**config.mk**
```make
export PLATFORM = sky130hd
export DESIGN_NAME = prog_loader
export DESIGN_NICKNAME = d
export VERILOG_FILES = /design/src/rtl/loader_pkg.sv /design/src/rtl/prog_loader.sv
export SDC_FILE = /design/constraint.sdc
export NUM_CORES = 1
export LEC_CHECK = 0
export ABC_AREA = 0
export BUFFER_PORTS_ARGS = -buffer_cell sky130_fd_sc_hd__buf_4
export CAP_MARGIN = 5
export CORE_UTILIZATION = 61
export CTS_CLUSTER_SIZE = 8
export DETAILED_ROUTE_END_ITERATION = 8
export GPL_TIMING_DRIVEN = 1
export PLACE_DENSITY = 0.9
export SYNTH_ARGS = -nofsm -noshare
export SYNTH_HDL_FRONTEND = slang
export SYNTH_SLANG_ARGS = --single-unit
```
**constraint.sdc**
```tcl
create_clock -name clk_i -period 7.5 [get_ports clk_i]
set_input_delay 0.375 -clock clk_i [delete_from_list [all_inputs] [get_ports clk_i]]
set_output_delay 0.375 -clock clk_i [all_outputs]
set_load 0.02 [all_outputs]
```
**src/rtl/loader_pkg.sv**
```systemverilog
// loader_pkg: shared definitions for the program loader.
//   - DefaultAddrW : default RAM word-address width.
//   - loader_state_e : 4-bit FSM state encoding.
//   - takes_byte() : states in which a stream byte may be accepted.
//   - is_busy()    : states that belong to an active load.
package loader_pkg;

    localparam int unsigned DefaultAddrW = 8;

    typedef enum logic [3:0] {
        StIdle   = 4'd0,
        StLenHi  = 4'd1,
        StLenLo  = 4'd2,
        StDataHi = 4'd3,
        StDataLo = 4'd4,
        StWrite  = 4'd5,
        StChk    = 4'd6,
        StDone   = 4'd7,
        StErr    = 4'd8
    } loader_state_e;

    function automatic logic takes_byte(loader_state_e st);
        return st inside {StLenHi, StLenLo, StDataHi, StDataLo, StChk};
    endfunction

    function automatic logic is_busy(loader_state_e st);
        return st inside {StLenHi, StLenLo, StDataHi, StDataLo, StWrite, StChk};
    endfunction

endpackage

```
**src/rtl/prog_loader.sv**
```systemverilog
// prog_loader: fills the CPU instruction RAM from a byte stream and holds the
// CPU in reset until a complete program is loaded.
// Stream: LEN_HI, LEN_LO (word count N), N x {hi, lo}, [checksum byte].
// Optional feature: define LOADER_CHECKSUM_EN to require a trailing XOR
// checksum byte over all data bytes.
// Ports:
//   clk_i          system clock (rising edge)
//   rst_ni         asynchronous active-low reset
//   load_req_i     starts a load when sampled in IDLE, DONE or ERR
//   byte_in_i      stream byte
//   byte_valid_i   byte_in_i valid
//   byte_ready_o   loader accepts a byte this cycle
//   ram_we_o       one-cycle RAM write strobe
//   ram_addr_o     RAM word address
//   ram_wdata_o    RAM write data (big-endian word)
//   cpu_hold_o     CPU held in reset
//   busy_o         load in progress
//   done_o         load succeeded (sticky until next load)
//   err_o          load failed (sticky until next load)
module prog_loader
    import loader_pkg::*;
#(
    parameter int unsigned ADDR_W = DefaultAddrW
) (
    input  logic              clk_i,
    input  logic              rst_ni,
    input  logic              load_req_i,
    input  logic [7:0]        byte_in_i,
    input  logic              byte_valid_i,
    output logic              byte_ready_o,
    output logic              ram_we_o,
    output logic [ADDR_W-1:0] ram_addr_o,
    output logic [15:0]       ram_wdata_o,
    output logic              cpu_hold_o,
    output logic              busy_o,
    output logic              done_o,
    output logic              err_o
);

`ifdef LOADER_CHECKSUM_EN
    localparam loader_state_e FinishSt = StChk;
`else
    localparam loader_state_e FinishSt = StDone;
`endif

    localparam logic [31:0] MaxWords = 32'd1 << ADDR_W;

    loader_state_e     state_q, state_d;
    logic [15:0]       len_q;
    // One extra bit so that a full 2^ADDR_W-word program is representable.
    logic [ADDR_W:0]   idx_q;
    logic [7:0]        hi_q;
    logic              byte_ready_q, ram_we_q, cpu_hold_q, busy_q, done_q, err_q;
    logic [ADDR_W-1:0] ram_addr_q;
    logic [15:0]       ram_wdata_q;
`ifdef LOADER_CHECKSUM_EN
    logic [7:0]        chk_q;
`endif

    logic        accept;
    logic [15:0] len_next;
    logic        last_word;
    logic        start;

    assign accept    = byte_valid_i & byte_ready_q;
    assign len_next  = {len_q[15:8], byte_in_i};
    assign last_word = (32'(idx_q) + 32'd1) == 32'(len_q);
    assign start     = (state_q inside {StIdle, StDone, StErr}) && load_req_i;

    always_comb begin
        state_d = state_q;
        unique case (state_q)
            StIdle, StDone, StErr: if (load_req_i) state_d = StLenHi;
            StLenHi:  if (accept) state_d = StLenLo;
            StLenLo: begin
                if (accept) begin
                    if (len_next == 16'd0)                 state_d = FinishSt;
                    else if (32'(len_next) > MaxWords)     state_d = StErr;
                    else                                   state_d = StDataHi;
                end
            end
            StDataHi: if (accept) state_d = StDataLo;
            StDataLo: if (accept) state_d = StWrite;
            StWrite:  state_d = last_word ? FinishSt : StDataHi;
`ifdef LOADER_CHECKSUM_EN
            StChk:    if (accept) state_d = (byte_in_i == chk_q) ? StDone : StErr;
`else
            StChk:    state_d = StErr;
`endif
            default:  state_d = StIdle;
        endcase
    end

    always_ff @(posedge clk_i or negedge rst_ni) begin
        if (!rst_ni) begin
            state_q      <= StIdle;
            len_q        <= '0;
            idx_q        <= '0;
            hi_q         <= '0;
            byte_ready_q <= 1'b0;
            ram_we_q     <= 1'b0;
            ram_addr_q   <= '0;
            ram_wdata_q  <= '0;
            cpu_hold_q   <= 1'b1;
            busy_q       <= 1'b0;
            done_q       <= 1'b0;
            err_q        <= 1'b0;
`ifdef LOADER_CHECKSUM_EN
            chk_q        <= '0;
`endif
        end else begin
            state_q <= state_d;
            // Status outputs are registered copies of what the next state implies.
            byte_ready_q <= takes_byte(state_d);
            ram_we_q     <= (state_d == StWrite);
            cpu_hold_q   <= (state_d != StDone);
            busy_q       <= is_busy(state_d);
            done_q       <= (state_d == StDone);
            err_q        <= (state_d == StErr);

            if (start) idx_q <= '0;
            if (state_q == StWrite && !last_word) idx_q <= idx_q + 1'b1;

            if (accept && state_q == StLenHi) len_q[15:8] <= byte_in_i;
            if (accept && state_q == StLenLo) len_q[7:0]  <= byte_in_i;
            if (accept && state_q == StDataHi) hi_q       <= byte_in_i;
            if (accept && state_q == StDataLo) begin
                ram_addr_q  <= idx_q[ADDR_W-1:0];
                ram_wdata_q <= {hi_q, byte_in_i};
            end
`ifdef LOADER_CHECKSUM_EN
            if (start) begin
                chk_q <= '0;
            end else if (accept && (state_q inside {StDataHi, StDataLo})) begin
                chk_q <= chk_q ^ byte_in_i;
            end
`endif
        end
    end

    assign byte_ready_o = byte_ready_q;
    assign ram_we_o     = ram_we_q;
    assign ram_addr_o   = ram_addr_q;
    assign ram_wdata_o  = ram_wdata_q;
    assign cpu_hold_o   = cpu_hold_q;
    assign busy_o       = busy_q;
    assign done_o       = done_q;
    assign err_o        = err_q;

endmodule

```
==> impl_metrics.py <==
metrics = {
    "timing": {
        "setup_viol_count_final": 0,
        "fin_crit_sh_pct": 38.47,
        "worst_slew_pin_slew_ns": 0.9161,
        "fmax_mhz": 346.6,
        "maxSlewViolCount": 0,
        "tns_ns": 0,
        "relSlewSlack_pct": 38.42,
        "rsz0062_at_grt": "no",
        "final.setup_skew_ns": 0.01069,
        "hold_viol": 0,
        "holdWs_ns": 0.1244,
        "fin_crit_ns": 2.885,
    },
    "outcome": {
        "outcome": "complete, no violations",
    },
    "cells_and_area": {
        "layout.nets": 332,
        "fill_cells": 345,
        "diodes": 0,
        "syn2layout_area_growth_pct": 17.92,
        "mostFrequentLayoutCell": "dfrtp_1",
        "layout_common_cells": "66 x dfrtp_1, 42 x nand2_1, 42 x buf_4, 41 x mux2_2, 10 x nor2_1",
        "drive_above_1_share_pct": 32.41,
    },
    "routing": {
        "post_drt_wl_per_cell_um": 17.17,
        "drt_pass1_iterations": 4,
        "drc": 0,
        "first_iter_violations": 232,
        "ant_nets": 0,
        "vias": 2333,
        "routed_via_density": 5.967,
        "drt-total-wl_um": 6714,
    },
    "synthesis": {
        "ys_ff_latch": 67,
        "syn-cell-area_um2": 3120,
        "ys_seq_area_share_pct": 53.77,
        "synth_nets": 291,
        "ys_async_sr_fraction_pct": 100.0,
        "synth_edf_count": 0,
        "syn_inst": 278,
        "syn_avg_cell_area_um2": 11.22,
        "synth_flop_cell": "dfrtp_1",
        "ys_types": 45,
        "synth_warnings": 0,
    },
    "grt": {
        "grt_pass1_wl_um": 11180,
        "gr-total-overflow": 0,
        "antenna_found_initial": 0,
        "first_global_vias": 2230,
        "grt_max_degree": 68,
        "grtUsageTotal_pct": 28.63,
    },
    "setup_path": {
        "crit_type": "flip-flop to flip-flop",
        "worstPathMaxFanout": 17,
        "arrival_ns": 3.17,
        "crit_path_end_kind": "flip-flop",
        "critical_path.startpoint_type": "flip-flop",
        "required_ns": 7.79,
    },
    "floorplanning": {
        "dieWidth_um": 73.53,
        "num_io_pins": 42,
        "die-area_um2": 5406,
        "core-area_um2": 4817,
        "die_h_um": 73.53,
        "initial_core_util_pct": 64.78,
        "num_rows": 25,
    },
    "cts": {
        "ctsHoldBuffers": 0,
        "cts_buffer_depth": 2,
        "cts_buffers": 9,
        "clock-sinks": 67,
        "clk_latency_ns": 0.35,
        "cts_setup_buffers": 0,
        "cts_root_buf": "clkbuf_8",
        "cts_tree": "built",
        "htreeDepth": 3,
        "post_cts_resized": 0,
        "cts.reportedPaths.clkPinSlew_ns": 0.07,
    },
    "placed_design": {
        "portBuffers": 41,
        "dp_hpwl_um": 4413,
        "gp_congestion": 0.9087,
    },
    "power": {
        "ir_drop_mv": 0.2757,
        "p_leak_nw": 1.764,
        "power.density_nw_per_um2": 346.2,
    },
    "run": {
        "drv_cap": 0,
    },
    "worst_hold_path": {
        "hp-class": "input port to asynchronous set/reset pin",
    },
}
[cell usage after synthesis, types with 2 or more instances]
master,count,area [um2]
or4_1,2,15.01
o21ai_0,7,35.03
nand2_1,42,157.7
or3_1,6,37.54
nand4_1,2,12.51
nand2b_1,3,18.77
nor2_1,10,37.54
nor3_1,5,25.02
nand3b_1,2,15.01
a211o_1,2,17.52
a21oi_1,8,40.04
or2_2,3,18.77
clkbuf_1,7,26.28
nand3_1,7,35.03
dfrtp_1,66,1652
and3_1,7,43.79
inv_1,5,18.77
mux2i_1,2,20.02
xnor2_1,9,78.83
a221o_1,6,60.06
mux2_2,41,461.7
nor3b_1,3,22.52
nor2b_1,3,18.77
and4_1,2,17.52
nor4_1,5,31.28
buf_2,4,20.02
[report_power, final]
part           internal [mW]  leakage (nW)  switching, mW  total, mW
Sequential             0.471         0.870         0.0897      0.561
Clock                  0.188         0.107          0.138      0.327
Combinational          0.194         0.787          0.192      0.387
[path summary, 6_finish.rpt]
path	to	cells past startpoint	slack (ns)	start
worst max-delay path	idx_q[0]$_DFFE_PN0P_	8	4.61	idx_q[0]$_DFFE_PN0P_
worst min-delay path	idx_q[7]$_DFFE_PN0P_	1	0.12	rst_ni
worst max register to register	idx_q[0]$_DFFE_PN0P_	8	4.61	idx_q[0]$_DFFE_PN0P_
worst min register to register	ram_wdata_o[14]$_DFFE_PN0P_	2	0.48	hi_q[6]$_DFFE_PN0P_
max in group asynchronous	len_q[5]$_DFFE_PN0P_	1	6.85	rst_ni
min in group clk_i	hi_q[4]$_DFFE_PN0P_	2	0.31	byte_in_i[4]
[state kept, by name (all words and copies together), names as in the netlist]
| register | flops |
|---|---|
| idx_q | 9 |
| ram_wdata_o | 16 |
| hi_q | 8 |
| byte_ready_o | 1 |
| ram_addr_o | 8 |
| state_q | 4 |
| err_o | 1 |
| done_o | 1 |
| len_q | 16 |
| busy_o | 1 |
| cpu_hold_o | 1 |
| ram_we_o | 1 |
[critical path: stages (launching register included)]
cell and delay, ns:
dfrtp_1 0.45, ha_1 0.32, nand2_1 0.14, or3_1 0.43, a2111oi_2 0.39, and4_1 0.28, a21oi_2 0.18, nor2_1 0.40
mux2_2 0.24
[through the flow]
stage / setup slack, ns / total power, mW / cells / util (%) / instance area [um2]
finish: 4.615 / 1.274 / 391 / 76.39 / 3680
detailed placement: 4.661 / 0.9476 / 375 / 71.87 / 3462
global route: 4.386 / 1.344 / 391 / 76.39 / 3680
CTS: 4.607 / 1.278 / 391 / 76.39 / 3680
floorplan: 5.044 / 0.8198 / 278 / - / 3120
global placement: 4.803 / 0.9239 / 375 / 71.87 / 3462
[metal layers]
metal | wire [um] | global-route usage (%) | part of all wire, % | vias up
li1 | - | - | - | 1072
met1 | 2705 | 36.20 | 40 | 1130
met2 | 3379 | 46.38 | 50 | 104
met3 | 421 | 6.036 | 6.3 | 27
met4 | 207 | 15.17 | 3.1 | 0
met5 | 0 | 0 | 0 | -
[layout make-up]
class                   instances  area (um2)  share of cell area (%)
well taps                      67       83.83                   2.278
flip-flops and latches         67        1678                   45.60
clock inverters                 6       90.09                   2.448
repair buffers                 42       315.3                   8.569
multi-input cells             193        1363                   37.03
clock buffers                  10       127.6                   3.468
inverters                       6       22.52                  0.6120
[logic make-up after synthesis]
kind of cell / synth area share, %
buf+inv: 2.566
flops: 53.77
compound gates: 7.699
mux: 15.44
fa+ha+maj: 0.4009
xor+xnor: 2.807
simple gates: 17.32
Note: power is estimated with default switching activity, not from simulation.
